$ cat src/rtl/network_tx_queued.sv
// Outgoing remote-request stage: FIFO of prebuilt packets feeding the network link
// in credit or ready/valid mode, with outstanding tracking and illegal-EVA capture.
module network_tx_queued #(
    parameter int packet_width_p = 100,
    parameter int addr_width_p   = 28,
    parameter int els_p          = 4,
    parameter bit use_credits_p  = 1'b1,
    parameter int net_credits_p  = 4,
    parameter int max_out_p      = 32
) (
    input  logic                             clk_i,
    input  logic                             reset_n_i,
    input  logic                             req_v_i,
    input  logic [packet_width_p-1:0]        req_packet_i,
    input  logic                             req_illegal_i,
    input  logic [addr_width_p-1:0]          req_addr_i,
    output logic                             req_credit_o,
    output logic [packet_width_p-1:0]        out_packet_o,
    output logic                             out_v_o,
    input  logic                             out_credit_or_ready_i,
    input  logic                             returned_v_i,
    output logic [$clog2(max_out_p+1)-1:0]   outstanding_o,
    output logic                             idle_o,
    output logic                             err_v_o,
    output logic [addr_width_p-1:0]          err_addr_o,
    input  logic                             err_clear_i
);
    localparam int ptr_w  = $clog2(els_p);
    localparam int cnt_w  = $clog2(els_p + 1);
    localparam int out_w  = $clog2(max_out_p + 1);
    localparam int cred_w = $clog2(net_credits_p + 1);

    typedef struct packed {
        logic [packet_width_p-1:0] packet;
        logic                      illegal;
        logic [addr_width_p-1:0]   addr;
    } entry_t;

    entry_t            mem [els_p];
    entry_t            head;
    logic [ptr_w-1:0]  wr_ptr, rd_ptr;
    logic [cnt_w-1:0]  count;
    logic [cred_w-1:0] net_credit_cnt;
    logic              head_v, full, link_ok, send, drop, deq, enq;

    // Pointers wrap explicitly so non-power-of-two depths work.
    function automatic logic [ptr_w-1:0] ptr_inc(input logic [ptr_w-1:0] p);
        return (p == ptr_w'(els_p - 1)) ? '0 : p + 1'b1;
    endfunction

    assign head    = mem[rd_ptr];
    assign head_v  = (count != '0);
    assign full    = (count == cnt_w'(els_p));
    assign link_ok = use_credits_p ? (net_credit_cnt != '0) : out_credit_or_ready_i;
    assign send    = head_v & ~head.illegal & (outstanding_o < out_w'(max_out_p)) & link_ok;
    assign drop    = head_v & head.illegal;
    assign deq     = send | drop;
    // A dequeue in the same cycle frees the slot, so a write while full is accepted.
    assign enq     = req_v_i & (~full | deq);

    assign out_v_o      = send;
    assign out_packet_o = head.packet;
    assign req_credit_o = deq;
    assign idle_o       = ~head_v & (outstanding_o == '0);

    always_ff @(posedge clk_i) begin
        if (enq) mem[wr_ptr] <= '{packet: req_packet_i, illegal: req_illegal_i, addr: req_addr_i};
    end

    always_ff @(posedge clk_i) begin
        if (!reset_n_i) begin
            wr_ptr         <= '0;
            rd_ptr         <= '0;
            count          <= '0;
            outstanding_o  <= '0;
            net_credit_cnt <= cred_w'(net_credits_p);
            err_v_o        <= 1'b0;
            err_addr_o     <= '0;
        end else begin
            if (enq) wr_ptr <= ptr_inc(wr_ptr);
            if (deq) rd_ptr <= ptr_inc(rd_ptr);
            if (enq && !deq)      count <= count + 1'b1;
            else if (!enq && deq) count <= count - 1'b1;

            if (send && !returned_v_i)
                outstanding_o <= outstanding_o + 1'b1;
            else if (!send && returned_v_i && outstanding_o != '0)
                outstanding_o <= outstanding_o - 1'b1;

            if (use_credits_p) begin
                if (send && !out_credit_or_ready_i)
                    net_credit_cnt <= net_credit_cnt - 1'b1;
                else if (!send && out_credit_or_ready_i && net_credit_cnt != cred_w'(net_credits_p))
                    net_credit_cnt <= net_credit_cnt + 1'b1;
            end

            if (err_clear_i) begin
                err_v_o    <= 1'b0;
                err_addr_o <= '0;
            end else if (drop && !err_v_o) begin
                err_v_o    <= 1'b1;
                err_addr_o <= head.addr;
            end
        end
    end

    always_ff @(posedge clk_i) begin
        if (reset_n_i) begin
            assert (!(req_v_i && full && !deq)) else $error("enqueue while FIFO full");
            assert (!(returned_v_i && !send && outstanding_o == '0)) else $error("return with none outstanding");
            assert (!(use_credits_p && out_credit_or_ready_i && !send &&
                      net_credit_cnt == cred_w'(net_credits_p))) else $error("network credit overflow");
        end
    end
endmodule

$ cat config.mk
export PLATFORM = sky130hd
export DESIGN_NAME = network_tx_queued
export DESIGN_NICKNAME = d
export VERILOG_FILES = /design/src/rtl/network_tx_queued.sv
export SDC_FILE = /design/constraint.sdc
export NUM_CORES = 1
export LEC_CHECK = 0
export BUFFER_PORTS_ARGS = -buffer_cell sky130_fd_sc_hd__buf_2
export CAP_MARGIN = 5
export CELL_PAD_IN_SITES_DETAIL_PLACEMENT = 1
export CELL_PAD_IN_SITES_GLOBAL_PLACEMENT = 1
export CORE_AREA = 2 2 235 190
export DETAILED_ROUTE_END_ITERATION = 12
export DIE_AREA = 0 0 237 192
export GPL_ROUTABILITY_DRIVEN = 1
export PLACE_DENSITY_LB_ADDON = 0.1
export SYNTH_ARGS = -nofsm -noshare
export SYNTH_HDL_FRONTEND = slang
export SYNTH_SLANG_ARGS = --single-unit
$ cat constraint.sdc
create_clock -name clk_i -period 5.5 [get_ports clk_i]
set_input_delay 0.275 -clock clk_i [delete_from_list [all_inputs] [get_ports clk_i]]
set_output_delay 0.275 -clock clk_i [all_outputs]
set_load 0.02 [all_outputs]
==> key figures <==
Layout
  • Filler instances: 3722
  • Number of non-filler instances in the completed layout: just under 2k
  • NumNets Final: between 1.5k and 2k
  • Area grow syn2layout: 20.5%
  • Fraction of layout cells with a size suffix above 1: 0.358

Outcome
  • Outcome: finished, final reports clean

Hold path
  • HP Class: in2reg

Clock tree
  • CTS Root Cell: clkbuf_16
  • Clk pin slew, worst setup/hold paths: 60 ps
  • Htree depth: 2
  • Cts bufs inserted: 55
  • Clock Sinks: 563
  • CTS tree: done
  • Count of hold-fix buffers inserted at cts: 129
  • Worst-Skew Late Latency: 600 ps
  • Longest Clk Path Bufs: 3
  • Post-CTS Resized: 0
  • Post-CTS setup buffer count: 0

Floorplan
  • Core area: 0.0430 mm²
  • DIE WIDTH: 237 µm
  • # IOs: 273
  • Initial Util: 0.498
  • DIE AREA: roughly 0.046 mm²
  • Die height: roughly 190 µm
  • # rows: 68

Synthesis
  • #FFs+latches synth: 563
  • Cells after Synth: between 1k and 1.5k
  • Syn Nets: 1172
  • Synth Flop Type: edfxtp_1
  • Synth top area share: 0.725
  • Avg Cell Area, Syn: 20.9 µm²
  • Synth warn: 0
  • Register area share after synthesis: 0.769
  • Area leader, netlist: edfxtp_1
  • Most frequent cell after synthesis: edfxtp_1
  • Async S/R FF share, synth: 0
  • Synth unique cells: 42
  • Most common library cells after synthesis: edfxtp_1, mux4_2, buf_4
  • Synth top area cells: edfxtp_1, mux4_2, dfxtp_1
  • Cell Area, Synth: about 0.021 mm²
  • Post-synth EDFFs: between 500 and 600

Global routing
  • GRT overflow: 0
  • GR Layer Usage met3: 0.0540
  • Met1 Use GR: 0.272
  • Met2 GRT Util: 0.336
  • Vias in the first global route: 11.6k
  • Most crowded layer after global routing: met2
  • GRT Overall Usage: 0.205
  • Largest net degree at the start of global routing: 68
  • First-pass GRT wire length: ~70000 µm
  • Initial antenna violation count: 4

Timing
  • TNS Setup: 0 ps
  • Hold Slack: 78.2 ps
  • Endpoints failing hold: 0
  • Fmax: 0.262 GHz
  • Setup-failing EPs final: 0
  • Final period util: 0.695
  • Slew HR: 0.342
  • Post-Route Skew: approximately 11 ps
  • Unrepaired setup endpoints after global routing: no
  • Min cycle time layout: around 3800 ps
  • Pins over their slew limit: 0
  • Final setup margin: 1680 ps
  • Tightest Pin Transition: 988 ps

Critical path
  • CP required: 5220 ps
  • Setup crit end kind: output port
  • Startpoint Class: flip-flop
  • CP max FO: 41
  • Crit path kind: reg2out
  • Arrival @ worst endpoint: 3550 ps

Drt
  • Detail Route Antenna Nets: 0
  • Via count: 10.5k
  • DRT Wirelength: around 45000 µm
  • Vias per cell: 5.33
  • Drt pass-1 iters: 4
  • Initial DRC count: 569
  • DR WL/cell: 23.1 µm
  • Residual DRC: 0

Placed design
  • Dpl ws: 1750 ps
  • DP HPWL: 25800 µm
  • Buffers on Ports: roughly 270
  • RePlAce Congestion: between 0.7 and 0.8
  • Placed cell count: between 1.5k and 2k

Power and ir drop
  • Power Density: 464 mW/mm²
  • Leakage: between 8 and 9 nW
  • Maximum vdd drop: 0.000368 V

Run
  • Max Cap Viol: 0
-- sequential cells by signal (all words and copies together) (netlist names), named ones only --
register	flops
count	3
err_addr_o	28
err_v_o	1
mem	516
net_credit_cnt	3
outstanding_o	6
rd_ptr	2
wr_ptr	2
-- final cells by class --
type	instances	area, µm²	share of cell area
repair buffers	416	2820	0.109
inverters	7	26.3	0.00102
diodes	2	5.00	0.000194
well taps	560	701	0.0272
clock inverters	31	265	0.0103
clock buffers	70	1500	0.0580
flip-flops and latches	563	16400	0.638
multi-input cells	315	4030	0.156
-- report_power, final --
part	total, mW	switching [mW]	leakage [nW]	internal, mW
Clock	3.69	1.55	0.857	2.14
Sequential	5.17	0.185	5.12	4.98
Combinational	3.09	1.79	2.86	1.30
-- worst paths after layout --
check | start | end | slack, ps | cells past startpoint
max | flip-flop | out_packet_o[56] | 1680 | 4
min | out_credit_or_ready_i | net_credit_cnt[1] | 80 | 4
max reg2reg | flip-flop | outstanding_o[5] | 1760 | 9
min reg2reg | err_addr_o[8] | err_addr_o[8] | 450 | 2
-- critical path: stages, from the launching register on --
cell and delay (ps):
dfxtp_4 630, buf_4 690, buf_4 800, mux4_2 610, buf_2 180
-- per-stage QoR --
stage	area (µm²)	power, mW	util
floorplan	21400	7.81	-
detailed placement	22700	8.32	0.529
CTS	25800	12.1	0.600
finish	25800	12.0	0.600
global route	25800	12.5	0.600
global placement	22700	8.28	0.529
-- layout by cell type (no fill, tap or decap), drive strengths merged, types with 3 or more instances in the layout --
master / netlist / layout
bufinv: 0 / 5
mux2i: 5 / 5
o21ai: 8 / 8
inv: 7 / 7
buf: 113 / 287
clkinv: 0 / 24
dlygate4sd3: 0 / 129
fa: 3 / 3
mux4: 129 / 129
ha: 10 / 10
xnor2: 3 / 3
nand2: 65 / 65
nor2b: 3 / 3
xor2: 3 / 3
dfxtp: 47 / 47
nand2b: 4 / 4
clkbuf: 26 / 70
a21oi: 31 / 31
nand3: 6 / 6
nor2: 9 / 9
and2: 8 / 8
edfxtp: 516 / 516
-- logic make-up after synthesis --
| group | Yosys count | synth area share |
|---|---|---|
| AO/OA/AOI/OAI | 54 | 0.0147 |
| XOR/XNOR | 6 | 0.00246 |
| adder cells (fa/ha/maj) | 13 | 0.00866 |
| buffers and inverters | 146 | 0.0438 |
| flip-flops | 563 | 0.769 |
| multiplexers | 134 | 0.138 |
| AND/OR/NAND/NOR | 108 | 0.0236 |
-- routing by layer --
metal,routed length (µm),part of all wire
met1,19200,0.42
met5,41,0.00090
met2,22600,0.50
met3,2690,0.059
met4,886,0.020
No activity file was read; power rests on OpenSTA's default activity.
